## src/rtl/param_pkg.sv

```systemverilog
// Shared definitions for the parameter register file.
// Holds the commit FSM state encoding, the fixed readback field widths,
// the commit-address helper and the field offsets of the packed
// {enable, address, data} command bus.
package param_pkg;

  typedef enum logic [1:0] {
    ST_IDLE  = 2'd0,
    ST_ARMED = 2'd1,
    ST_APPLY = 2'd2
  } state_t;

  localparam int STATE_W = 2;
  localparam int ERR_W   = 8;

  // Data occupies the low end of the command bus.
  localparam int unsigned SRC_DATA_LSB = 0;

  // The all-ones address is reserved for commit / cancel commands.
  function automatic int unsigned commit_addr(input int unsigned addr_w);
    return (32'd1 << addr_w) - 32'd1;
  endfunction

  // Address field sits directly above the data field.
  function automatic int unsigned src_addr_lsb(input int unsigned data_w);
    return data_w;
  endfunction

  // Enable is the MSB of the command bus.
  function automatic int unsigned src_en_pos(input int unsigned addr_w,
                                             input int unsigned data_w);
    return addr_w + data_w;
  endfunction

endpackage

```

## src/rtl/cmd_capture.sv

```systemverilog
// Command capture stage.
// Registers the incoming command bus and turns each rising edge of its
// enable bit into a single-cycle strobe, regardless of how long enable
// stays high.
// Ports:
//   clk, rst   - clock and synchronous active-high reset
//   src        - packed command bus {enable, address, data}
//   strobe     - one-cycle pulse per enable rising edge
//   cmd_addr   - registered address field, valid with strobe
//   cmd_data   - registered data field, valid with strobe
module cmd_capture #(
  parameter int ADDR_W = 8,
  parameter int DATA_W = 16
) (
  input  logic                     clk,
  input  logic                     rst,
  input  logic [ADDR_W+DATA_W:0]   src,
  output logic                     strobe,
  output logic [ADDR_W-1:0]        cmd_addr,
  output logic [DATA_W-1:0]        cmd_data
);
  import param_pkg::*;

  localparam int EN_POS   = int'(src_en_pos(ADDR_W, DATA_W));
  localparam int ADDR_LSB = int'(src_addr_lsb(DATA_W));

  logic [ADDR_W+DATA_W:0] src_q;
  logic                   en_z;

  // NOTE: sequential state is always assigned with <= so every register
  // samples the pre-edge value of its neighbours, giving a true pipeline.
  always_ff @(posedge clk) begin
    if (rst) begin
      src_q <= '0;
      en_z  <= 1'b0;
    end else begin
      src_q <= src;
      en_z  <= src_q[EN_POS];
    end
  end

  assign strobe   = src_q[EN_POS] & ~en_z;
  assign cmd_addr = src_q[ADDR_LSB +: ADDR_W];
  assign cmd_data = src_q[SRC_DATA_LSB +: DATA_W];

endmodule

```

## src/rtl/param_regfile.sv

```systemverilog
// Double-buffered parameter register file.
// Commands write shadow registers; a commit copies all shadows to the
// active set at once, either immediately or at the next sync_in pulse.
// Ports:
//   clk, rst      - clock and synchronous active-high reset
//   src           - packed command bus {enable, address, data}
//   sync_in       - frame-boundary pulse, used when SYNC_COMMIT=1
//   regs          - active registers, register i at [i*DATA_W +: DATA_W]
//   commit_pulse  - one-cycle pulse on every apply
//   probe         - readback {state, err_cnt, active[rd_sel]}
module param_regfile
  import param_pkg::*;
#(
  parameter int                          NUM_REGS    = 4,
  parameter int                          DATA_W      = 16,
  parameter int                          ADDR_W      = 8,
  parameter int                          SYNC_COMMIT = 0,
  parameter logic [NUM_REGS*DATA_W-1:0]  RESET_VALS  = '0
) (
  input  logic                               clk,
  input  logic                               rst,
  input  logic [ADDR_W+DATA_W:0]             src,
  input  logic                               sync_in,
  output logic [NUM_REGS*DATA_W-1:0]         regs,
  output logic                               commit_pulse,
  output logic [STATE_W+ERR_W+DATA_W-1:0]    probe
);

  localparam int                SEL_W        = (NUM_REGS > 1) ? $clog2(NUM_REGS) : 1;
  localparam logic [ADDR_W-1:0] COMMIT_ADDR  = ADDR_W'(commit_addr(ADDR_W));
  localparam logic [ADDR_W:0]   NUM_REGS_EXT = (ADDR_W+1)'(NUM_REGS);

  logic              strobe;
  logic [ADDR_W-1:0] cmd_addr;
  logic [DATA_W-1:0] cmd_data;

  cmd_capture #(
    .ADDR_W (ADDR_W),
    .DATA_W (DATA_W)
  ) u_capture (
    .clk      (clk),
    .rst      (rst),
    .src      (src),
    .strobe   (strobe),
    .cmd_addr (cmd_addr),
    .cmd_data (cmd_data)
  );

  // Command decode. NUM_REGS never reaches COMMIT_ADDR, so the three
  // outcomes are mutually exclusive.
  logic wr_hit;
  logic commit_hit;
  logic bad_hit;
  logic commit_req;
  logic commit_cancel;

  assign wr_hit        = strobe & ({1'b0, cmd_addr} < NUM_REGS_EXT);
  assign commit_hit    = strobe & (cmd_addr == COMMIT_ADDR);
  assign bad_hit       = strobe & ~wr_hit & ~commit_hit;
  assign commit_req    = commit_hit &  cmd_data[0];
  assign commit_cancel = commit_hit & ~cmd_data[0];

  // Commit FSM
  state_t state_q;
  state_t state_d;

  // NOTE: every output of a combinational block gets a default first, so
  // no path through the case can leave it unassigned and infer a latch.
  always_comb begin
    state_d = state_q;
    unique case (state_q)
      ST_IDLE: begin
        if (commit_req) state_d = (SYNC_COMMIT != 0) ? ST_ARMED : ST_APPLY;
      end
      ST_ARMED: begin
        // A frame boundary takes priority over a cancel in the same cycle.
        if (sync_in)            state_d = ST_APPLY;
        else if (commit_cancel) state_d = ST_IDLE;
      end
      ST_APPLY: state_d = ST_IDLE;
      default:  state_d = ST_IDLE;
    endcase
  end

  always_ff @(posedge clk) begin
    if (rst) begin
      state_q      <= ST_IDLE;
      commit_pulse <= 1'b0;
    end else begin
      state_q      <= state_d;
      commit_pulse <= (state_q == ST_APPLY);
    end
  end

  // Register storage
  logic [DATA_W-1:0] shadow [NUM_REGS];
  logic [DATA_W-1:0] active [NUM_REGS];
  logic [SEL_W-1:0]  rd_sel;
  logic [ERR_W-1:0]  err_cnt;

  // NOTE: these arrays are reset on purpose: the register set must come up
  // holding known defaults, so they are flops with a reset, not a RAM.
  always_ff @(posedge clk) begin
    if (rst) begin
      for (int i = 0; i < NUM_REGS; i++) begin
        shadow[i] <= RESET_VALS[i*DATA_W +: DATA_W];
        active[i] <= RESET_VALS[i*DATA_W +: DATA_W];
      end
      rd_sel  <= '0;
      err_cnt <= '0;
    end else begin
      for (int i = 0; i < NUM_REGS; i++) begin
        if (wr_hit && (cmd_addr == ADDR_W'(i))) shadow[i] <= cmd_data;
      end
      // A shadow write landing in the APPLY cycle is not seen here: active
      // takes the pre-edge shadow and the new value waits for the next commit.
      if (state_q == ST_APPLY) begin
        for (int i = 0; i < NUM_REGS; i++) active[i] <= shadow[i];
      end
      if (wr_hit) rd_sel <= cmd_addr[SEL_W-1:0];
      if (bad_hit && (err_cnt != '1)) err_cnt <= err_cnt + 1'b1;
    end
  end

  // Outputs come straight from registers; nothing combinational from src.
  for (genvar g = 0; g < NUM_REGS; g++) begin : g_regs
    assign regs[g*DATA_W +: DATA_W] = active[g];
  end

  logic [DATA_W-1:0] rd_data;

  always_comb begin
    rd_data = '0;
    for (int i = 0; i < NUM_REGS; i++) begin
      if (rd_sel == SEL_W'(i)) rd_data = active[i];
    end
  end

  assign probe = {state_q, err_cnt, rd_data};

endmodule
```

## config.mk

```make
export PLATFORM = sky130hd
export DESIGN_NAME = param_regfile
export DESIGN_NICKNAME = d
export VERILOG_FILES = /design/src/rtl/param_pkg.sv /design/src/rtl/cmd_capture.sv /design/src/rtl/param_regfile.sv
export SDC_FILE = /design/constraint.sdc
export NUM_CORES = 1
export LEC_CHECK = 0
export CAP_MARGIN = 20
export CORE_MARGIN = 10
export CORE_UTILIZATION = 55
export CTS_CLUSTER_DIAMETER = 40
export DETAILED_ROUTE_END_ITERATION = 7
export PLACE_DENSITY_LB_ADDON = 0.12
export SLEW_MARGIN = 20
export SYNTH_ARGS = -nofsm -noshare
export SYNTH_HDL_FRONTEND = slang
export SYNTH_SLANG_ARGS = --single-unit
```

## constraint.sdc

```tcl
create_clock -name clk -period 3.9 [get_ports clk]
set_input_delay 0.975 -clock clk [delete_from_list [all_inputs] [get_ports clk]]
set_output_delay 0.975 -clock clk [all_outputs]
set_load 0.05 [all_outputs]
```

==> results.md <==
- The flow ran to the end, and the final reports show no timing, DRC or antenna violations.
- The signal on the critical path passes through buf_4, mux4_2, clkdlybuf4s50_1.
- The tree is rooted in a clkbuf_16.
- The final period utilization is 0.874.
- The pin count of the biggest net entering global routing is 66.
- The synthesized netlist occupies a cell area of around 0.0066 mm^2.
- The count of endpoints failing setup in the final report is 0.
- The area growth from synthesis to layout is 29.9%.
- The number of hold violations in the final report is 0.
- Clock-pin slew was measured on the worst setup and hold paths at around 60 ps.
- TritonCTS built the clock tree.
- The standard-cell row count is 39.
- Once detailed placement completed, the half-perimeter wirelength came to 8.66 mm.
- The number of synthesized register bits is 166.
- The first global-routing pass estimated just under 20 mm of wire.
- In the routed design, unresolved DRC markers number 0.
- The combinational share of power is 0.078.
- For the worst setup path, the data required time is between 2000 and 3000 ps.
- For this design the total switching power over the nets is about 0.0009 W.
- At the pin with the least slew margin, the transition time is approximately 1100 ps.
- Setup repair after global routing left no endpoint under its margin.
- The final hold slack is between 400 and 500 ps.
- In the global route stage, overall resource usage came out at 0.157.
- The total inserted antenna cells is 0.
- The number of slew-limit violations in the final report is 0.
- The primary flip-flop cell chosen by synthesis mapping is edfxtp_1.
- STA classifies the critical path endpoint as an output pin.
- The share of total power dissipated in sequential elements is 0.499.
- Of the total power, the share spent switching nets is 0.221.
- For the worst setup path, the data arrival time is between 2000 and 2500 ps.
- Using the TritonRoute via totals, the vias-per-cell ratio works out to between 5 and 6.
- The tool flagged a number of max-cap violations equal to 0.
- Across the VDD grid, the largest voltage drop is between 0.3 and 0.4 mV.
- Routability-driven placement finished with a final weighted congestion of slightly below 0.8.
- The routed layout has approximately 3700 vias.
- In this run the post-CTS setup repair buffer count came out at 0.
- The final critical path time including I/O delays and setup is about 3400 ps.
- The number of antenna violations at the first check in global routing is 0.
- Together, buffers and inverters on the worst path number 2.
- The maximum buffer depth of the clock tree is 2.
- The startpoint-to-endpoint class of the critical path is reg2out.
- The count of buffers added on input and output ports is 116.
- In this run the power density over the cells is around 470 mW/mm^2.
- Global routing finished with a remaining overflow of 0.
- The count of boundary I/O pins is about 120.
- Hold repair after CTS inserted 0 buffers.
- Static timing analysis puts the maximum clock frequency at about 300 MHz.
- The floorplan step defined a die boundary enclosing between 0.015 and 0.02 mm^2.
- The later pin in the worst-skew pair is clocked with a latency of roughly 420 ps.
- Synthesis instantiated 40 different standard cells from the library.
- In this run, the number of DRC markers left after iteration 0 of detailed routing was between 200 and 300.
- For this configuration, the core starts out at a cell density of 0.567.
- The pre-antenna-repair detailed-routing pass consisted of 4 iterations.
- The kind of cell with the highest combined delay along the critical path is buffers and inverters.
- The chip width is ~130 um.
- After floorplanning, the core was sized to cover between 0.01 and 0.015 mm^2.
- During synthesis, Yosys emitted a total of 0 warnings.
- Cell internal power was estimated by the tool at between 0.003 and 0.004 W.
- In this design, the stage delay of the slowest critical-path cell is about 740 ps.
- The share of total power dissipated in the clock network is 0.423.
- Counting flops with an async set or reset pin after synthesis yields a share of 0.
- STA classifies the critical path startpoint as a register.
- The worst hold path belongs to the class reg2reg.
- The detail route stage leaves a number of antenna-violating nets equal to 0.
- In the final design database the tool counted ~580 nets.
- The clock sink total is 166.
- The average footprint of a synthesized cell is 15.3 um^2.
- The mean routed wirelength per cell is 18.2 um.
- Across the routed clock network, the largest skew measured is 10.8 ps.
- The number of buffers created by CTS is 17.
- Synthesis produced roughly 430 cells.
- The headroom to the max-slew limit is 0.240.
- Of the synthesized area, sequential elements account for 0.702.
- The via count of the first global-routing pass is 3750.
- The number of levels in the clock H-tree is 4.
- The static power due to leakage is ~3.1 nW.
- Of the cells placed in the final design, the portion with a size suffix greater than 1 is 0.190.
- Summed over all layers, the routed wires come to 12.8 mm.
- Among all stages on the critical path, the largest delay is contributed by clkdlybuf4s50_1.
- In this run the worst path has a maximum fanout of 9.
- The final setup TNS is 0 ps.
- Counting flops with a built-in enable in the synthesized netlist gives ~130.
- The die height is about 130 um.
- The number of nets in the synthesized netlist is around 460.
- The post-CTS resize count is 0.
==> routing by layer <==
layer  GRT usage  wire [um]
met1       0.158       4750
met4      0.0582        159
met3      0.0546        826
met5           0          0
met2       0.294       7090
==> power groups by stage <==
stage | logic (W) | registers (W) | clock network, W
detailed placement | 0.000316 | 0.00203 | 0
floorplan | 0.0000974 | 0.00212 | 0
CTS | 0.000318 | 0.00199 | 0.00172
global route | 0.000327 | 0.00200 | 0.00178
finish | 0.000313 | 0.00199 | 0.00169
global placement | 0.000313 | 0.00202 | 0
==> synthesized netlist by cell type (all sizes together), types with 2 or more instances <==
cell type	instances	area (um^2)
nor2b	32	200
nand4	2	12.5
o21ai	3	15.0
buf	8	55.1
mux2	5	60.1
or2b	2	15.0
nor3	4	35.0
nand3	4	25.0
dfxtp	38	761
o31ai	4	35.0
inv	2	7.51
nor2	11	41.3
nor4	4	40.0
or4	2	15.0
edfxtp	128	3840
mux4	16	360
nand2	7	28.8
mux2i	3	30.0
clkbuf	12	45.0
a21oi	3	15.0
and2	129	845
==> cell type report <==
class,instances,area [um^2]
Sequential cell,166,4600
Fill cell,764,3050
Inverter,2,7.51
Clock inverter,12,154
Multi-Input combinational cell,240,1890
Tap cell,143,179
Clock buffer,20,457
Timing Repair Buffer,123,1230
==> cell usage in the layout, fill, tap and decap left out, types with 4 or more instances in the layout <==
master           instances
edfxtp_1               128
clkdlybuf4s50_1        115
and2_1                  99
dfxtp_1                 38
nor2b_1                 31
and2_2                  30
clkbuf_16               17
mux4_2                  16
nor2_1                   8
nand2_1                  6
buf_4                    6
mux2_2                   4
==> logic make-up (layout without fill, tap and decap cells) <==
| logic type | count (synthesis) | in the layout | share of synthesized area |
|---|---|---|---|
| AO/OA/AOI/OAI | 12 | 12 | 0.0128 |
| adder cells (fa/ha/maj) | 1 | 1 | 0.00191 |
| buffers and inverters | 22 | 157 | 0.0164 |
| flip-flops | 166 | 166 | 0.702 |
| multiplexers | 24 | 24 | 0.0687 |
| other | 1 | 1 | 0.000572 |
| AND/OR/NAND/NOR | 202 | 202 | 0.198 |
==> final timing paths <==
kind	startpoint	end	slack [ps]	cells past startpoint
worst max-delay path	rd_sel[1]	probe[10]	490	3
worst max register to register	u_capture.src_q[23]	shadow[3][3]	1440	3
worst min-delay path	u_capture.src_q[24]	u_capture.en_z	490	1
worst min register to register	u_capture.src_q[24]	u_capture.en_z	490	1
==> state kept, by name (all words and copies together), names as in the netlist <==
register	flops
u_capture.src_q	25
commit_pulse	1
rd_sel	2
u_capture.en_z	1
shadow	64
state_q	1
active	64
err_cnt	8
==> stage by stage <==
step           cell area [um^2]  setup WS, ps  utilization  cells  total power [W]
3_5_place_dp               7870           767        0.681    673          0.00235
5_1_grt                    8520           435        0.736    706          0.00410
4_1_cts                    8480           470        0.734    705          0.00403
6_report                   8520           490        0.736    706          0.00399
3_3_place_gp               7870           807        0.681    673          0.00234
2_1_floorplan              6560          1290            -    428          0.00222
(Power assumes the default switching activity.)
==> edit 1 (same flow settings) <==
Put a register stage on the output `probe`. The value now appears one clock later. The other outputs are not delayed to match.
--- a/src/rtl/param_regfile.sv
+++ b/src/rtl/param_regfile.sv
@@ -136,6 +136,8 @@
     end
   end
 
-  assign probe = {state_q, err_cnt, rd_data};
+  always_ff @(posedge clk) begin
+    probe <= {state_q, err_cnt, rd_data};
+  end
 
 endmodule
Function: changed (Yosys sat finds a counterexample within 4 cycles, from zero or initial values and one cycle with rst high).
==> edit 1 against the unedited design <==
  * Wire length rose by 1.1%
  * Final area rose by 6.3%
  * Setup slack improved by 780 ps
  * Total power rose by 8.4%
  * First-iteration DRC count rose by 8.3%
  * Sequential cell count rose by 25
  * Area after synthesis rose by 7.6%
  * Sequential power rose by 14%
  * Critical endpoint is now regs[12]
  * Largest cell class unchanged
==> edit 1: results (changes against the unedited design) <==
CP startpoint = active[0][12]
first-pass GRT wire length = 20700 um (+4.3%)
slowest stage delay, CP = 830 ps (+90 ps)
Critical Path Sink Type = output pin
H-tree depth = 4 (unchanged)
async set or reset register ratio after synthesis = 0 (unchanged)
status = complete, no violations
vias in the first global route = 3995 (+6.5%)
routing usage on met3 = 0.0526 (-0.00202)
number of synthesized flops with an enable pin = 128 (unchanged)
clock slew at reported path FFs = 70 ps
Hold WC Path Type = register to register
Leak Pwr = 0.00333 uW (+6.6%)
Peak VDD IR = 276 uV (-9.0%)
CP Capture Point = regs[12]
Setup Fix Bufs, Post-CTS = 0 (unchanged)
Post-synth top cells = 128 x edfxtp_1, 99 x and2_1, 63 x dfxtp_1
worst flop-to-flop path endpoint = shadow[2][11]
Post-DP HPWL = 9190 um (+6.1%)
vias per inst = 4.96 (-4.3%)
CTS root buffer = clkbuf_16
CP top delay family = buffers and inverters
pre-CTS WS = 1130 ps (+365 ps)
cts bufs inserted = 17 (unchanged)
met1 Use GR = 0.145 (-0.0130)
worst-path maximum fanout = 2 (-7)
Initial DRC Count = 274 (+8.3%)
sequential fraction of the synthesis area = 0.723 (+0.0211)
Psw = 977 uW (+11%)
launch point of the worst reg-to-reg path = u_capture.src_q[23]
Yosys cell types = 40 (unchanged)
top post-synthesis cells by area = edfxtp_1 54%, dfxtp_1 18%, and2_1 8.8%
worst skew pair latency = 430 ps
grt met2 use = 0.282 (-0.0119)
worst-margin pin slew = 1060 ps (-72.1 ps)
Antenna Cells = 0 (unchanged)
Port Buf Inserts = 116 (unchanged)
Detailed Routing Iterations Pass 1 = 4 (unchanged)
Overall Global Routing Usage = 0.153 (-0.00492)
CP max stage cell = clkdlybuf4s50_1
final wirelength = 13000 um (+1.1%)
clk buf depth = 2 (unchanged)
largest net degree at the start of global routing = 66 (unchanged)
worst-case reg-to-reg path depth = 3 (unchanged)
syn_nets = 482 (+5.5%)
initial antenna violation count = 0 (unchanged)
post-CTS resize count = 0 (unchanged)
Regs by FF count = active (64), shadow (64)
dpl cell area = 8420 um2 (+6.9%)
reg-to-reg slack, setup = 1450 ps
Final Net Count = 605 (+4.5%)
share of layout cells above drive strength 1 = 0.178 (-0.0118)
Arr. time, crit path = 1660 ps (-780 ps)
Setup Skew = 6.09 ps (-4.71 ps)
worst setup margin = 1270 ps (+777 ps)
YS warnings = 0 (unchanged)
RePlAce Congestion = 0.812 (+4.8%)
-- edit 1: cell types whose count changed after synthesis --
cell,unedited run,this run
dfxtp_1,38,63
-- edit 1: power by group through the flow --
stage               sequential (uW)  combinational, uW  clock, uW
global route                   2270                323       1870
global placement               2300                310          0
floorplan                      2420               66.5          0
detailed placement             2300                314          0
finish                         2260                310       1760
CTS                            2260                314       1780
-- edit 1: worst min path at each step --
stage	from	to	slack [ps]	cells past startpoint
final	err_cnt[7]	probe[23]	390	0
after global routing	err_cnt[1]	probe[17]	400	0
after CTS	err_cnt[7]	probe[23]	390	0
after detailed placement	err_cnt[1]	probe[17]	380	0
after global placement	err_cnt[7]	probe[23]	380	0
after floorplan	state_q[1]	probe[25]	350	0
-- edit 1: cell families (layout without fill, tap and decap cells) --
family / Yosys count / in the layout / share of synthesized area
adder cells (fa/ha/maj): 1 / 1 / 0.00177
AND/OR/NAND/NOR: 202 / 202 / 0.184
flip-flops: 191 / 191 / 0.723
AO/OA/AOI/OAI: 12 / 12 / 0.0119
buffers and inverters: 22 / 158 / 0.0152
multiplexers: 24 / 24 / 0.0638
other: 1 / 1 / 0.000531
-- edit 1: cell type report --
| cell class | instances | area (um2) |
|---|---|---|
| repair buffers | 124 | 1240 |
| fillers | 857 | 3570 |
| clock buffers | 17 | 425 |
| multi-input cells | 240 | 1880 |
| well taps | 172 | 215 |
| clock inverters | 15 | 185 |
| inverters | 2 | 7.51 |
| flip-flops and latches | 191 | 5100 |
-- edit 1: metal layers --
layer	part of all wire	wire, um
met1	0.35	4590
met2	0.56	7210
met3	0.063	819
met4	0.027	348
met5	0	0
-- edit 1: through the flow --
stage | hold WS [ps] | util | cells
2_1_floorplan | 351 | - | 453
3_3_place_gp | 381 | 0.667 | 728
3_5_place_dp | 377 | 0.667 | 728
4_1_cts | 390 | 0.715 | 760
5_1_grt | 404 | 0.717 | 761
6_report | 393 | 0.717 | 761
==> edit 2 (same flow settings) <==
Made on the original files. The package constant `ERR_W` goes from 8 to 10.
--- a/src/rtl/param_pkg.sv
+++ b/src/rtl/param_pkg.sv
@@ -11,7 +11,7 @@
   } state_t;
 
   localparam int STATE_W = 2;
-  localparam int ERR_W   = 8;
+  localparam int ERR_W   = 10;
 
   // Data occupies the low end of the command bus.
   localparam int unsigned SRC_DATA_LSB = 0;
Ports: changed (resized probe); port bits go from 119 to 121. The function was not compared with the original's and may differ.
==> edit 2 against the unedited design <==
  * Largest cell class unchanged
  * Synthesized cell count grew 1.6%
  * Clock skew rose by 2.1 ps
  * Core utilization rose by 0.76 points
  * Final area is 1.0% higher
  * Global-route usage is 0.54 points higher
  * Sequential share of layout area fell by 0.085 points
  * Area after synthesis up 0.63%
  * Wire length increased by 4.3%
  * Register-to-register slack got worse by 220 ps
  * Setup slack lost 30 ps
  * Sequential cell count increased by 2
  * Highest routed layer unchanged
  * Total power up 2.5%
  * First-iteration DRC count fell by 17%
==> edit 2: results (changes against the unedited design) <==
clk buf depth = 2 (unchanged)
CTS root buffer = clkbuf_16
Hold WC Path Type = register to register
worst skew pair latency = 420 ps (about the same)
worst-margin pin slew = 947 ps (-187 ps)
Arr. time, crit path = 2460 ps (+20 ps)
vias in the first global route = 3962 (+5.7%)
Overall Global Routing Usage = 0.163 (+0.00538)
RePlAce Congestion = 0.811 (+4.8%)
Setup Crit Path Kind = register to output pin
syn_nets = 464 (+1.5%)
initial antenna violation count = 0 (unchanged)
async set or reset register ratio after synthesis = 0 (unchanged)
launch point of the worst reg-to-reg path = u_capture.src_q[21]
vias = 3752 (+2.6%)
Post-DP HPWL = 8950 um (+3.4%)
cts bufs inserted = 17 (unchanged)
hold path start = u_capture.src_q[24]
clock slew at reported path FFs = 60 ps (about the same)
first-pass GRT wire length = 20700 um (+4.4%)
Peak VDD IR = 314 uV (+3.4%)
Setup Skew = 12.9 ps (+2.09 ps)
status = complete, no violations
Yosys cell types = 40 (unchanged)
final wirelength = 13400 um (+4.3%)
Leak Pwr = 0.00319 uW (+2.3%)
Port Buf Inserts = 118 (+1.7%)
number of synthesized flops with an enable pin = 128 (unchanged)
share of layout cells above drive strength 1 = 0.146 (-0.0440)
most frequent cell after synthesis = edfxtp_1
Regs by FF count = active (64), shadow (64), u_capture.src_q (25)
H-tree depth = 4 (unchanged)
Hold Path Stages = 1 (unchanged)
worst-path maximum fanout = 9 (unchanged)
post-CTS resize count = 0 (unchanged)
reg-to-reg slack, setup = 1220 ps (-220 ps)
Antenna Cells = 0 (unchanged)
Filler cells = 719 (-5.9%)
YS warnings = 0 (unchanged)
worst flop-to-flop path endpoint = shadow[0][9]
sequential fraction of the synthesis area = 0.704 (+0.00167)
top post-synthesis cells by area = edfxtp_1 58%, dfxtp_1 12%, and2_1 12%
Hold EP = u_capture.en_z
worst-case reg-to-reg path depth = 4 (+1)
Post-synth top cells = 128 x edfxtp_1, 125 x and2_1, 40 x dfxtp_1
Detailed Routing Iterations Pass 1 = 4 (unchanged)
largest net degree at the start of global routing = 66 (unchanged)
Setup Fix Bufs, Post-CTS = 0 (unchanged)
Initial DRC Count = 211 (-17%)
Final Net Count = 591 (+2.1%)
## edit 2: changes by cell type after synthesis, sizes merged, moves of 3 or more
cell	delta
a31o	+3
and3	+3
nor2	+6
nor2b	-3
nor3	+3
nor4	-4
xnor2	+3
## edit 2: area by class of cell
class                   count  area share
inverters                   2    0.000872
well taps                 143      0.0208
flip-flops and latches    168       0.540
repair buffers            128       0.147
clock inverters            14      0.0228
multi-input cells         245       0.219
clock buffers              18      0.0499
## edit 2: cells by family (layout without fill, tap and decap cells)
family / count (synthesis) / count (layout) / share of synthesized area
buf+inv: 22 / 162 / 0.0157
compound gates: 13 / 13 / 0.0129
flops: 168 / 168 / 0.704
other cells: 1 / 1 / 0.000568
fa+ha+maj: 1 / 1 / 0.00190
mux: 22 / 22 / 0.0654
xor+xnor: 3 / 3 / 0.00398
simple gates: 205 / 205 / 0.196
## edit 2: worst max path at each step
stage | startpoint | to | slack, ps | cells past startpoint
detailed placement | rd_sel[1] | probe[15] | 940 | 3
CTS | rd_sel[1] | probe[12] | 480 | 3
finish | rd_sel[1] | probe[12] | 460 | 3
global placement | rd_sel[1] | probe[10] | 940 | 3
global route | rd_sel[1] | probe[12] | 370 | 3
floorplan | u_capture.src_q[21] | shadow[0][0] | 910 | 4
## edit 2: critical path, stage by stage, from the launching register on
cell             delay, ps
dfxtp_1                690
buf_4                  300
mux4_2                 320
clkdlybuf4s50_1        720
## edit 2: where the power goes
part	internal [uW]	switching, uW	leakage [uW]
registers	1980	32.5	0.00166
logic	111	206	0.00123
clock network	1080	685	0.000303
total	3170	923	0.00319
## edit 2: per-stage QoR
| step | setup slack (ps) | area (um2) | power [uW] | cells | hold slack, ps |
|---|---|---|---|---|---|
| 2_1_floorplan | 911 | 6600 | 2240 | 435 | 431 |
| 3_3_place_gp | 940 | 7960 | 2360 | 685 | 450 |
| 3_5_place_dp | 938 | 7960 | 2370 | 685 | 452 |
| 4_1_cts | 481 | 8580 | 4110 | 717 | 469 |
| 5_1_grt | 374 | 8600 | 4200 | 718 | 499 |
| 6_report | 460 | 8600 | 4090 | 718 | 472 |
## edit 2: routing by layer
layer  part of all wire  up-vias  track usage
li1                   -     1792            -
met1               0.38     1827        0.178
met2               0.54      126        0.294
met3              0.076        7       0.0559
met4             0.0051        0       0.0476
met5                  0        -            0
